[src/rtl/cla_pkg.sv]
// Shared definitions for the serial carry-lookahead adder: slice width,
// controller state encoding and slice-index sizing.
package cla_pkg;

  localparam int SLICE_W = 4;

  typedef enum logic [1:0] {
    IDLE = 2'd0,
    RUN  = 2'd1,
    DONE = 2'd2
  } state_e;

  // Width of the slice index register; never narrower than one bit.
  function automatic int idx_width(input int nslice);
    return (nslice > 1) ? $clog2(nslice) : 1;
  endfunction

endpackage

[src/rtl/cla_serial_adder_slice.sv]
// Combinational 4-bit generate/propagate carry-lookahead slice.
// c3_o is the carry into bit 3, exported so the caller can form signed overflow.
module cla4_slice (
  input  logic [3:0] x_i,
  input  logic [3:0] y_i,
  input  logic       ci_i,
  output logic [3:0] s_o,
  output logic       co_o,
  output logic       c3_o
);

  logic [3:0] g;
  logic [3:0] p;
  logic [4:0] c;

  // Lookahead carries computed directly from generate/propagate terms.
  always_comb begin
    g    = x_i & y_i;
    p    = x_i ^ y_i;
    c[0] = ci_i;
    c[1] = g[0] | (p[0] & c[0]);
    c[2] = g[1] | (p[1] & g[0]) | (p[1] & p[0] & c[0]);
    c[3] = g[2] | (p[2] & g[1]) | (p[2] & p[1] & g[0])
         | (p[2] & p[1] & p[0] & c[0]);
    c[4] = g[3] | (p[3] & g[2]) | (p[3] & p[2] & g[1])
         | (p[3] & p[2] & p[1] & g[0]) | (p[3] & p[2] & p[1] & p[0] & c[0]);
    s_o  = p ^ c[3:0];
    co_o = c[4];
    c3_o = c[3];
  end

endmodule

[src/rtl/cla_serial_adder.sv]
// Serial wide adder: one 4-bit CLA slice per clock, LSB slice first.
// Optional macro CLA_SERIAL_OVF_EN adds a registered signed-overflow output.
//
// state | meaning
// IDLE  | waiting for start, ready high
// RUN   | one slice processed per edge, busy high
// DONE  | result just registered, done pulse, ready high (back-to-back accept)
module cla_serial_adder
  import cla_pkg::*;
#(
  parameter int WIDTH = 16
) (
  input  logic             clk,
  input  logic             rst_n,
  input  logic             start,
  input  logic [WIDTH-1:0] a,
  input  logic [WIDTH-1:0] b,
  input  logic             cin,
  output logic             ready,
  output logic             busy,
  output logic             done,
  output logic [WIDTH-1:0] sum,
  output logic             cout
`ifdef CLA_SERIAL_OVF_EN
  , output logic           overflow
`endif
);

  localparam int NSLICE = WIDTH / SLICE_W;
  localparam int IW     = idx_width(NSLICE);
  localparam logic [IW-1:0] LAST_IDX = IW'(NSLICE - 1);

  if (((WIDTH % SLICE_W) != 0) || (WIDTH < SLICE_W)) begin : g_bad_width
    $error("cla_serial_adder: WIDTH must be a multiple of 4 and at least 4");
  end

  state_e           state_q, state_d;
  logic [IW-1:0]    idx_q, idx_d;
  logic             carry_q, carry_d;
  logic [WIDTH-1:0] a_q, a_d;
  logic [WIDTH-1:0] b_q, b_d;
  logic [WIDTH-1:0] part_q, part_d;
  logic [WIDTH-1:0] sum_q, sum_d;
  logic             cout_q, cout_d;

  logic [SLICE_W-1:0]       sl_s;
  logic                     sl_co;
  logic                     sl_c3;
  logic [WIDTH+SLICE_W-1:0] joined;
  logic [WIDTH-1:0]         part_shift;

  // Operands shift right each RUN edge, so the slice always sees the low nibble.
  cla4_slice u_slice (
    .x_i  (a_q[SLICE_W-1:0]),
    .y_i  (b_q[SLICE_W-1:0]),
    .ci_i (carry_q),
    .s_o  (sl_s),
    .co_o (sl_co),
    .c3_o (sl_c3)
  );

  // New slice result enters at the top of the partial sum; after NSLICE edges
  // slice 0 has arrived at bits [3:0].
  always_comb begin
    joined     = {sl_s, part_q};
    part_shift = joined[WIDTH+SLICE_W-1:SLICE_W];
  end

`ifdef CLA_SERIAL_OVF_EN
  logic ovf_q, ovf_d;
`else
  logic unused_c3;
  assign unused_c3 = sl_c3;
`endif

  // Next-state and datapath update.
  always_comb begin
    state_d = state_q;
    idx_d   = idx_q;
    carry_d = carry_q;
    a_d     = a_q;
    b_d     = b_q;
    part_d  = part_q;
    sum_d   = sum_q;
    cout_d  = cout_q;
`ifdef CLA_SERIAL_OVF_EN
    ovf_d   = ovf_q;
`endif
    case (state_q)
      IDLE, DONE: begin
        if (start) begin
          a_d     = a;
          b_d     = b;
          carry_d = cin;
          idx_d   = '0;
          part_d  = '0;
          state_d = RUN;
        end else if (state_q == DONE) begin
          state_d = IDLE;
        end
      end
      RUN: begin
        a_d     = a_q >> SLICE_W;
        b_d     = b_q >> SLICE_W;
        part_d  = part_shift;
        carry_d = sl_co;
        idx_d   = idx_q + IW'(1);
        if (idx_q == LAST_IDX) begin
          sum_d   = part_shift;
          cout_d  = sl_co;
`ifdef CLA_SERIAL_OVF_EN
          ovf_d   = sl_c3 ^ sl_co;
`endif
          idx_d   = '0;
          state_d = DONE;
        end
      end
      default: state_d = IDLE;
    endcase
  end

  // State and datapath registers; reset aborts any operation in flight.
  always_ff @(posedge clk or negedge rst_n) begin
    if (!rst_n) begin
      state_q <= IDLE;
      idx_q   <= '0;
      carry_q <= 1'b0;
      a_q     <= '0;
      b_q     <= '0;
      part_q  <= '0;
      sum_q   <= '0;
      cout_q  <= 1'b0;
`ifdef CLA_SERIAL_OVF_EN
      ovf_q   <= 1'b0;
`endif
    end else begin
      state_q <= state_d;
      idx_q   <= idx_d;
      carry_q <= carry_d;
      a_q     <= a_d;
      b_q     <= b_d;
      part_q  <= part_d;
      sum_q   <= sum_d;
      cout_q  <= cout_d;
`ifdef CLA_SERIAL_OVF_EN
      ovf_q   <= ovf_d;
`endif
    end
  end

  // Status flags decode straight from the state register.
  always_comb begin
    ready = (state_q == IDLE) || (state_q == DONE);
    busy  = (state_q == RUN);
    done  = (state_q == DONE);
    sum   = sum_q;
    cout  = cout_q;
`ifdef CLA_SERIAL_OVF_EN
    overflow = ovf_q;
`endif
  end

endmodule
[config.mk]
export PLATFORM = sky130hd
export DESIGN_NAME = cla_serial_adder
export DESIGN_NICKNAME = d
export VERILOG_FILES = /design/src/rtl/cla_pkg.sv /design/src/rtl/cla_serial_adder_slice.sv /design/src/rtl/cla_serial_adder.sv
export SDC_FILE = /design/constraint.sdc
export NUM_CORES = 1
export LEC_CHECK = 0
export CAP_MARGIN = 20
export CORE_UTILIZATION = 26
export CTS_CLUSTER_DIAMETER = 200
export CTS_CLUSTER_SIZE = 20
export DETAILED_ROUTE_END_ITERATION = 16
export GPL_ROUTABILITY_DRIVEN = 1
export PLACE_DENSITY = 0.47
export RECOVER_POWER = 25
export REMOVE_ABC_BUFFERS = 1
export SLEW_MARGIN = 20
export SYNTH_ARGS = -nofsm -noshare
export SYNTH_HDL_FRONTEND = slang
export SYNTH_SLANG_ARGS = --single-unit
[constraint.sdc]
create_clock -name clk -period 1.7 [get_ports clk]
set_input_delay 0.34 -clock clk [delete_from_list [all_inputs] [get_ports clk]]
set_output_delay 0.34 -clock clk [all_outputs]
set_load 0.005 [all_outputs]
==> metrics.yaml <==
critPathRequiredTime_ps: 1360
synth_cells: 251
finalMaxSlewViolations: 0
clkSinkCount: 66
rsz0062_at_grt: "false"
synth_area_um2: 2810
cts.clk_slew.worst_paths_ps: 70
fin_skew_ps: 4.33
dr_total_vias: 2026
diodes: 0
crit_arrival_ps: 1280
fp.dieH_um: 106
viasPerCell: 4.49
p_leak_nw: 1.67
hold_class: "in2async"
cp-end-kind: "output port"
areaGrowthSynthToFinish_pct: 32.3
layout_min_cycle_time_ps: 1620
rows: 37
cpMaxStageDelayCell: "dfrtp_2"
startpoint: "state_q[0]"
initialDrtViolationCount: 75
worst_slew_pin_slew_ps: 921
finalCritPeriodShare: 0.951
drive_above_1_share: 0.156
start_kind: "register"
htreeDepth: 3
ys_types: 31
synthAdderAreaFrac: 0.0294
synthXorXnorAreaFrac: 0.00936
pre_cts_slack_ps: -350
yosys.area_share.simple: 0.126
ant_nets: 0
outcome: "finished clean"
synth-seq-cells: 66
yosysWarnings: 0
antenna_found_initial: 0
fin_tns_setup_ps: 0
post-route-worst-setup-slack_ps: 83.5
track_usage: 0.121
synthMuxAreaShare: 0.0695
tritoncts: "done"
clockBufferDepth: 2
cp_cell_sequence: "buf_4, nor2b_2, dlygate4sd2_1"
initial_core_util: 0.270
clk_latency_ps: 340
timing.fmax_mhz: 619
io_buffers: 55
wl_per_cell_um: 13.6
synth_top_family_by_area: "compound AO/OA/AOI/OAI gates"
maxCapViolCount: 0
regToRegStartpoint: "b_q[0]"
grt_pass1_wl_um: 10500
critPathMaxStageDelay_ps: 450
yosysSeqAreaShare: 0.588
drc: 0
clockRootBuffer: "clkbuf_8"
drt-total-wl_um: 6140
numCtsBuffers: 9
cts_hold_buf: 0
peakVddDrop_uv: 620
die_area_um2: 11200
maxSlewHeadroom: 0.386
critPathKind: "reg2out"
nets: 353
first_pass_iters: 4
worstPathMaxFanout: 4
hold_viol: 0
setup_viol: 0
core_area_um2: 10400
grt_pass1_vias: 2051
powerDensity_nw_per_um2: 1950
grt_overflow: 0
syn_avg_cell_area_um2: 11.2
pin_count: 56
grt_max_degree: 67
synth_compound_area_frac: 0.140
die_x_um: 106
dp_hpwl_um: 3980
gp_congestion: 0.701
==> logic make-up (layout without fill, tap and decap cells) <==
group	after synthesis	in the layout
muxes	15	15
AOI/OAI and AO/OA	55	55
xor gates and xnor gates	3	3
adders and majority gates	6	6
and+or+nand+nor	87	87
buffers and inverters	19	83
DFF	66	66
==> state kept, by name, summed over array words and instances (netlist names) <==
name,count
a_q,16
b_q,16
carry_q,1
cout,1
idx_q,2
part_q,12
state_q,2
sum,16
==> layout make-up <==
cell class | count | area (um2)
clock buffers | 12 | 155
clock inverters | 3 | 15.0
fillers | 1081 | 6700
inverters | 3 | 18.8
multi-input cells | 166 | 1070
flip-flops and latches | 66 | 1650
well taps | 136 | 170
repair buffers | 65 | 629
==> metal layers <==
metal / global-route usage / wire length [um]
met4: 0.0446 / 65
met5: 0 / 0
met3: 0.0374 / 326
met1: 0.168 / 3050
met2: 0.178 / 2700
==> cell usage in the layout, fill, tap and decap left out, drive strengths merged, types with 2 or more instances in the layout <==
cell type,n
a22o,20
a31oi,24
buf,10
clkbuf,13
clkdlybuf4s50,51
clkinv,3
dfrtp,66
dlygate4sd2,3
ha,5
inv,3
mux2,15
nand2,53
nor2,26
nor2b,2
nor3,2
o21ai,5
xor2,2
==> Yosys cell counts <==
cell       instances  area share
o22ai_1            1      0.0022
nand2_1           52       0.070
inv_1              2      0.0027
nor4_1             1      0.0022
a211o_1            1      0.0031
buf_2              8       0.014
o21ai_0            5      0.0089
ha_1               5       0.022
o21a_1             1      0.0027
nor2_2             1      0.0022
xor2_1             2      0.0062
buf_6              2      0.0080
or3_1              1      0.0022
nand2b_1           1      0.0022
a31oi_1           24       0.053
mux2_2             8       0.032
a2bb2oi_1          1      0.0031
a22o_1            20       0.062
and2_1             1      0.0022
nand2_4            1      0.0040
inv_8              1      0.0040
nor2_1            25       0.033
a21oi_1            1      0.0018
nor2b_1            2      0.0045
fa_1               1      0.0071
mux2_4             7       0.037
o31ai_1            1      0.0027
nor3_1             2      0.0036
dfrtp_1           66        0.59
clkbuf_1           6      0.0080
xnor2_1            1      0.0031
==> path summary, 6_finish.rpt <==
| kind | endpoint | slack (ps) | cells after the start |
|---|---|---|---|
| setup / recovery | done | 80 | 3 |
| hold / removal | sum[11] | 240 | 2 |
| setup reg to reg | sum[14] | 130 | 5 |
| hold reg to reg | sum[15] | 480 | 2 |
| max in group asynchronous | state_q[0] | 820 | 2 |
| min in group clk | sum[15] | 480 | 2 |
==> report_power, final <==
group | switching, mW | internal, mW | total [mW]
combinational | 1.59 | 1.72 | 3.32
sequential | 0.439 | 2.34 | 2.78
clock | 0.564 | 0.594 | 1.16
==> worst max-delay path, delay by kind of cell (launching register included) <==
family	cells	cell delay, ps
buf+inv	2	380
simple gates	1	110
flops	1	450
==> what timing repair did <==
action,4_1_cts,5_1_grt
buffers inserted,2,1
pin swaps,0,2
setup endpoints to repair,25,3
resized for setup,8,1
==> per-stage QoR <==
step / total power, mW / instance area [um2] / util / std cells / hold slack, ps
after floorplan: 4.83 / 2720 / - / 235 / 44.4
after global placement: 6.04 / 3520 / 0.338 / 433 / 391
after detailed placement: 6.11 / 3520 / 0.338 / 433 / 393
after CTS: 7.35 / 3720 / 0.357 / 450 / 16.2
after global routing: 7.92 / 3710 / 0.357 / 451 / 332
final: 7.25 / 3710 / 0.357 / 451 / 237
No activity file was read; power rests on OpenSTA's default activity.
